`config.mk`:
```
export PLATFORM = sky130hd
export DESIGN_NAME = seg7_mux_param
export DESIGN_NICKNAME = d
export VERILOG_FILES = /design/src/rtl/seg7_mux_param.sv
export SDC_FILE = /design/constraint.sdc
export NUM_CORES = 1
export LEC_CHECK = 0
export BUFFER_PORTS_ARGS = -buffer_cell sky130_fd_sc_hd__buf_2
export CELL_PAD_IN_SITES_DETAIL_PLACEMENT = 0
export CELL_PAD_IN_SITES_GLOBAL_PLACEMENT = 1
export CORE_ASPECT_RATIO = 0.5
export CORE_MARGIN = 1
export CORE_UTILIZATION = 46
export DETAILED_ROUTE_END_ITERATION = 6
export GPL_ROUTABILITY_DRIVEN = 1
export PLACE_DENSITY_LB_ADDON = 0.1
export SYNTH_ARGS = -nofsm -noshare
export SYNTH_HDL_FRONTEND = slang
export SYNTH_SLANG_ARGS = --single-unit
export TNS_END_PERCENT = 50
```
`constraint.sdc`:
```
create_clock -name clk_50MHz -period 2.5 [get_ports clk_50MHz]
set_input_delay 0.25 -clock clk_50MHz [delete_from_list [all_inputs] [get_ports clk_50MHz]]
set_output_delay 0.25 -clock clk_50MHz [all_outputs]
set_load 0.1 [all_outputs]
```
`src/rtl/seg7_mux_param.sv`:
```
`default_nettype none
// ============================================================================
// Module   : seg7_mux_param
// Purpose  : Time-multiplexed 7-segment driver with frame snapshot, leading-
//            zero blanking and optional PWM dimming (macro SEG7_PWM_EN).
// Revision : 1.0 - initial release
// ============================================================================
module seg7_mux_param #(
    parameter int NUM_DIGITS     = 4,
    parameter int REFRESH_CYCLES = 50000,
    parameter int BLANK_LZ       = 1
) (
    input  logic                    clk_50MHz,
    input  logic                    reset_button,
    input  logic [4*NUM_DIGITS-1:0] bcd,
    input  logic [NUM_DIGITS-1:0]   dp_mask,
    input  logic [3:0]              brightness,
    output logic [7:0]              seg,
    output logic [NUM_DIGITS-1:0]   digit,
    output logic                    frame_tick
);
    localparam int c_TW = $clog2(REFRESH_CYCLES);
    localparam int c_SW = (NUM_DIGITS > 1) ? $clog2(NUM_DIGITS) : 1;
    localparam logic [c_TW-1:0] c_TC   = c_TW'(REFRESH_CYCLES - 1);
    localparam logic [c_SW-1:0] c_LAST = c_SW'(NUM_DIGITS - 1);

    logic [c_TW-1:0]         r_timer;
    logic [c_SW-1:0]         r_sel;
    logic                    r_first;
    logic [4*NUM_DIGITS-1:0] r_snap_bcd;
    logic [NUM_DIGITS-1:0]   r_snap_dp;
    logic [7:0]              r_seg;
    logic [NUM_DIGITS-1:0]   r_digit;
    logic                    r_frame_tick;

    logic                    w_tc;
    logic                    w_load;
    logic                    w_en;
    logic [3:0]              w_code;
    logic                    w_dp;
    logic                    w_upper_nz;
    logic                    w_blank;
    logic [6:0]              w_glyph;
    logic [7:0]              w_seg_next;
    logic [NUM_DIGITS-1:0]   w_digit_next;

    assign w_tc   = (r_timer == c_TC);
    // r_first forces a snapshot on the very first edge after reset release
    assign w_load = r_first || (w_tc && (r_sel == c_LAST));

    always_ff @(posedge clk_50MHz or posedge reset_button) begin
        if (reset_button) begin
            r_timer      <= '0;
            r_sel        <= '0;
            r_first      <= 1'b1;
            r_snap_bcd   <= '0;
            r_snap_dp    <= '0;
            r_seg        <= 8'hFF;
            r_digit      <= '0;
            r_frame_tick <= 1'b0;
        end else begin
            r_first      <= 1'b0;
            r_timer      <= w_tc ? '0 : r_timer + 1'b1;
            if (w_tc) begin
                r_sel <= (r_sel == c_LAST) ? '0 : r_sel + 1'b1;
            end
            if (w_load) begin
                r_snap_bcd <= bcd;
                r_snap_dp  <= dp_mask;
            end
            r_frame_tick <= w_load;
            r_seg        <= w_seg_next;
            r_digit      <= w_digit_next;
        end
    end

`ifdef SEG7_PWM_EN
    localparam int c_STEP = REFRESH_CYCLES / 16;

    logic [3:0]    r_bright;
    logic [c_TW:0] w_on_limit;

    always_ff @(posedge clk_50MHz or posedge reset_button) begin
        if (reset_button) begin
            r_bright <= 4'd0;
        end else if (w_tc || r_first) begin
            r_bright <= brightness;
        end
    end

    assign w_on_limit = (c_TW+1)'((32'(r_bright) + 32'd1) * 32'(c_STEP));
    assign w_en       = ({1'b0, r_timer} < w_on_limit);
`else
    logic w_unused_brightness;
    assign w_unused_brightness = ^brightness;
    assign w_en                = 1'b1;
`endif

    // Blank a non-ones digit when it and everything above it are zero
    always_comb begin
        w_code     = 4'd0;
        w_dp       = 1'b0;
        w_upper_nz = 1'b0;
        for (int i = 0; i < NUM_DIGITS; i++) begin
            if (c_SW'(i) == r_sel) begin
                w_code = r_snap_bcd[4*i +: 4];
                w_dp   = r_snap_dp[i];
            end
            if ((c_SW'(i) >= r_sel) && (r_snap_bcd[4*i +: 4] != 4'd0)) begin
                w_upper_nz = 1'b1;
            end
        end
        w_blank = (BLANK_LZ != 0) && (r_sel != '0) && !w_upper_nz;
    end

    always_comb begin
        w_glyph = 7'b1111110;
        case (w_code)
            4'd0:    w_glyph = 7'b0000001;
            4'd1:    w_glyph = 7'b1001111;
            4'd2:    w_glyph = 7'b0010010;
            4'd3:    w_glyph = 7'b0000110;
            4'd4:    w_glyph = 7'b1001100;
            4'd5:    w_glyph = 7'b0100100;
            4'd6:    w_glyph = 7'b0100000;
            4'd7:    w_glyph = 7'b0001111;
            4'd8:    w_glyph = 7'b0000000;
            4'd9:    w_glyph = 7'b0000100;
            default: w_glyph = 7'b1111110;
        endcase
    end

    always_comb begin
        w_seg_next   = 8'hFF;
        w_digit_next = '0;
        if (w_en) begin
            w_seg_next = {(w_blank ? 7'h7F : w_glyph), ~w_dp};
            for (int i = 0; i < NUM_DIGITS; i++) begin
                w_digit_next[i] = (c_SW'(i) == r_sel);
            end
        end
    end

    assign seg        = r_seg;
    assign digit      = r_digit;
    assign frame_tick = r_frame_tick;

endmodule
`default_nettype wire

```
==> results.sh <==
export IMPL_status="complete, no violations"
export IMPL_routed_wirelength_um=4829
export IMPL_yosys_warnings=0
export IMPL_die_w_um=109.5
export IMPL_place_gp_congestion=0.7610
export IMPL_drc=0
export IMPL_cp_start_kind="register"
export IMPL_rsz0062_at_grt="false"
export IMPL_slew_headroom_pct=58.30
export IMPL_cts_tree="yes"
export IMPL_root_buffer="clkbuf_16"
export IMPL_die_area_um2=6107
export IMPL_synthAdderAreaFrac_pct=5.647
export IMPL_muxShareOfSynthArea_pct=12.28
export IMPL_p_leak_uw=0.001445
export IMPL_min_period_ns=2.308
export IMPL_final_common_cell="dfrtp_1"
export IMPL_path_max_fanout=10
export IMPL_maxCapViolCount=0
export IMPL_final_cell_mix="43 x dfrtp_1, 34 x buf_2, 19 x mux2_4"
export IMPL_routedWlPerCell_um=14.90
export IMPL_synthSimpleGateAreaFrac_pct=12.00
export IMPL_clock_latency_ns=0.30
export IMPL_synth_edff_count=0
export IMPL_setup_violations=0
export IMPL_path_cells="ha_1 > a211oi_2 > a221oi_2 > inv_1 > ha_1 > inv_1 > a21boi_0 > o21ai_1"
export IMPL_synth_cell_type_count=51
export IMPL_synth_compound_area_share_pct=11.53
export IMPL_initial_core_util_pct=48.21
export IMPL_dp_hpwl_um=3463
export IMPL_p_total_uw=2035
export IMPL_syn_avg_cell_area_um2=12.66
export IMPL_core_area_um2=5515
export IMPL_gr_total_overflow=0
export IMPL_synth_top_family_by_area="multiplexers"
export IMPL_crit_family="adder cells"
export IMPL_max_freq_mhz=433.2
export IMPL_crit_buf_inv=2
export IMPL_via_count=1662
export IMPL_htree_levels=2
export IMPL_row_count=19
export IMPL_synth_area_um2=2659
export IMPL_ir_worst_vdd_uv=441.0
export IMPL_drt_iter0_markers=90
export IMPL_worstHoldPathType="primary input to async pin"
export IMPL_netlist_area_leader_share_pct=40.47
export IMPL_clkSlewWorstSetupHoldPaths_ns=0.07
export IMPL_ys_top_cells_by_area="dfrtp_1 40%, mux2_4 11%, dfstp_2 8.9%"
export IMPL_cpPeakStageDelay_ns=0.48
export IMPL_hold_violations=0
export IMPL_via_per_inst=5.130
export IMPL_drtAntennaViolNets=0
export IMPL_clockBufferDepth=2
export IMPL_grt_pass1_wl_um=8169
export IMPL_grt_max_degree=28
export IMPL_fin_tns_setup_ns=0
export IMPL_crit_slowest_cell="ha_1"
export IMPL_grt_pass1_vias=1649
export IMPL_maxSlewViolCount=0
export IMPL_synth_seq_area_share_pct=49.36
export IMPL_synthXorXnorAreaFrac_pct=3.953
export IMPL_cts_sink_count=52
export IMPL_p_per_area_nw_per_um2=660.8
export IMPL_yosys_area_top_type="dfrtp_1"
export IMPL_critPathArrivalTime_ns=2.54
export IMPL_grtUsageTotal_pct=18.20
export IMPL_final_util_pct=55.83
export IMPL_cts_made_buffers=5
export IMPL_insertedDiodeCount=0
export IMPL_synth_top_flop_cell="dfrtp_1"
export IMPL_nets=288
export IMPL_first_pass_iters=6
export IMPL_async_reset_ff_share_pct=100.0
export IMPL_syn_to_final_growth_pct=15.81
export IMPL_cp_end_kind="register"
export IMPL_port_buffer_count=34
export IMPL_final_layout_size_suffix_gt1_share_pct=37.05
export IMPL_required_ns=2.73
export IMPL_postCtsSetupBuffers=0
export IMPL_die_h_um=55.76
export IMPL_crit_type="register to register"
export IMPL_antenna_found_initial=0
export IMPL_synthesis_nets=248
export IMPL_fin_crit_sh_pct=92.34
export IMPL_synthCells=210
export IMPL_ys_ff_latch=52
export IMPL_worst_pin_slew_ns=0.6235
export IMPL_clock_skew_ns=0.008666
export IMPL_io_pins=39
[synth_stat cells, types with 5 or more instances]
master   count
dfrtp_1     43
buf_6        6
nor2_1      12
ha_1        12
nand2_1      6
mux2_4      19
inv_1       14
dfstp_2      9
nand3_1      5
xor2_1       8
[registers in the layout, indices dropped and copies added (netlist names)]
register,flops
r_snap_bcd,16
r_timer,16
seg,8
digit,4
r_snap_dp,4
r_sel,2
frame_tick,1
r_first,1
[cell type report]
class	instances	area, um^2
inverters	14	52.55
fillers	488	2436
repair buffers	42	242.7
well taps	73	91.34
clock inverters	3	27.53
flip-flops and latches	52	1313
multi-input cells	135	1227
clock buffers	5	125.1
[worst paths after layout]
check | slack, ns | depth (start not counted) | from | end
min reg2reg | 0.45 | 1 | r_snap_dp[3]$_DFFE_PP0P_ | seg[0]$_DFF_PP1_
min | 0.0003 | 2 | reset_button | frame_tick$_DFF_PP0_
max | 0.19 | 8 | r_sel[0]$_DFFE_PP0N_ | seg[6]$_DFF_PP1_
max in group asynchronous | 1.70 | 3 | reset_button | seg[2]$_DFF_PP1_
min in group clk_50MHz | 0.17 | 2 | dp_mask[1] | r_snap_dp[1]$_DFFE_PP0P_
max reg2reg | 0.19 | 8 | r_sel[0]$_DFFE_PP0N_ | seg[6]$_DFF_PP1_
[logic make-up after synthesis]
| family | Yosys count |
|---|---|
| fa+ha+maj | 12 |
| mux | 23 |
| xor+xnor | 12 |
| simple gates | 54 |
| other cells | 1 |
| buf+inv | 23 |
| compound gates | 33 |
| flops | 52 |
[per-stage QoR]
step | hold slack [ns] | setup slack, ns | std cells | instance area, um^2
5_1_grt | 0.04710 | 0.01317 | 324 | 3079
2_1_floorplan | 0.3892 | 0.3392 | 210 | 2659
3_5_place_dp | 0.3494 | 0.1193 | 316 | 2910
4_1_cts | 0.01910 | 0.08554 | 324 | 3063
6_report | 0.0003260 | 0.1916 | 324 | 3079
3_3_place_gp | 0.3276 | 0.1683 | 316 | 2910
[routing by layer]
metal  vias to the layer above  share of wire (%)  global-route usage [%]  wire length, um
li1                        824                  -                       -                -
met1                       810                 52                   26.05             2512
met2                        21                 43                   25.34             2061
met3                         7                3.5                   6.206              171
met4                         0                1.7                   6.857               84
met5                         -                  0                       0                0
[repair_timing]
item | CTS | global route
hold buffers | 0 | 0
endpoints found under the setup margin | 0 | 5
hold endpoints to repair | 0 | 0
gates resized for setup | 0 | 5
[power breakdown]
group          total (uW)  switching [uW]  internal (uW)
combinational         378             258            120
sequential            944            34.6            910
clock                 712             332            380
Power figures use the tool's default switching activity.
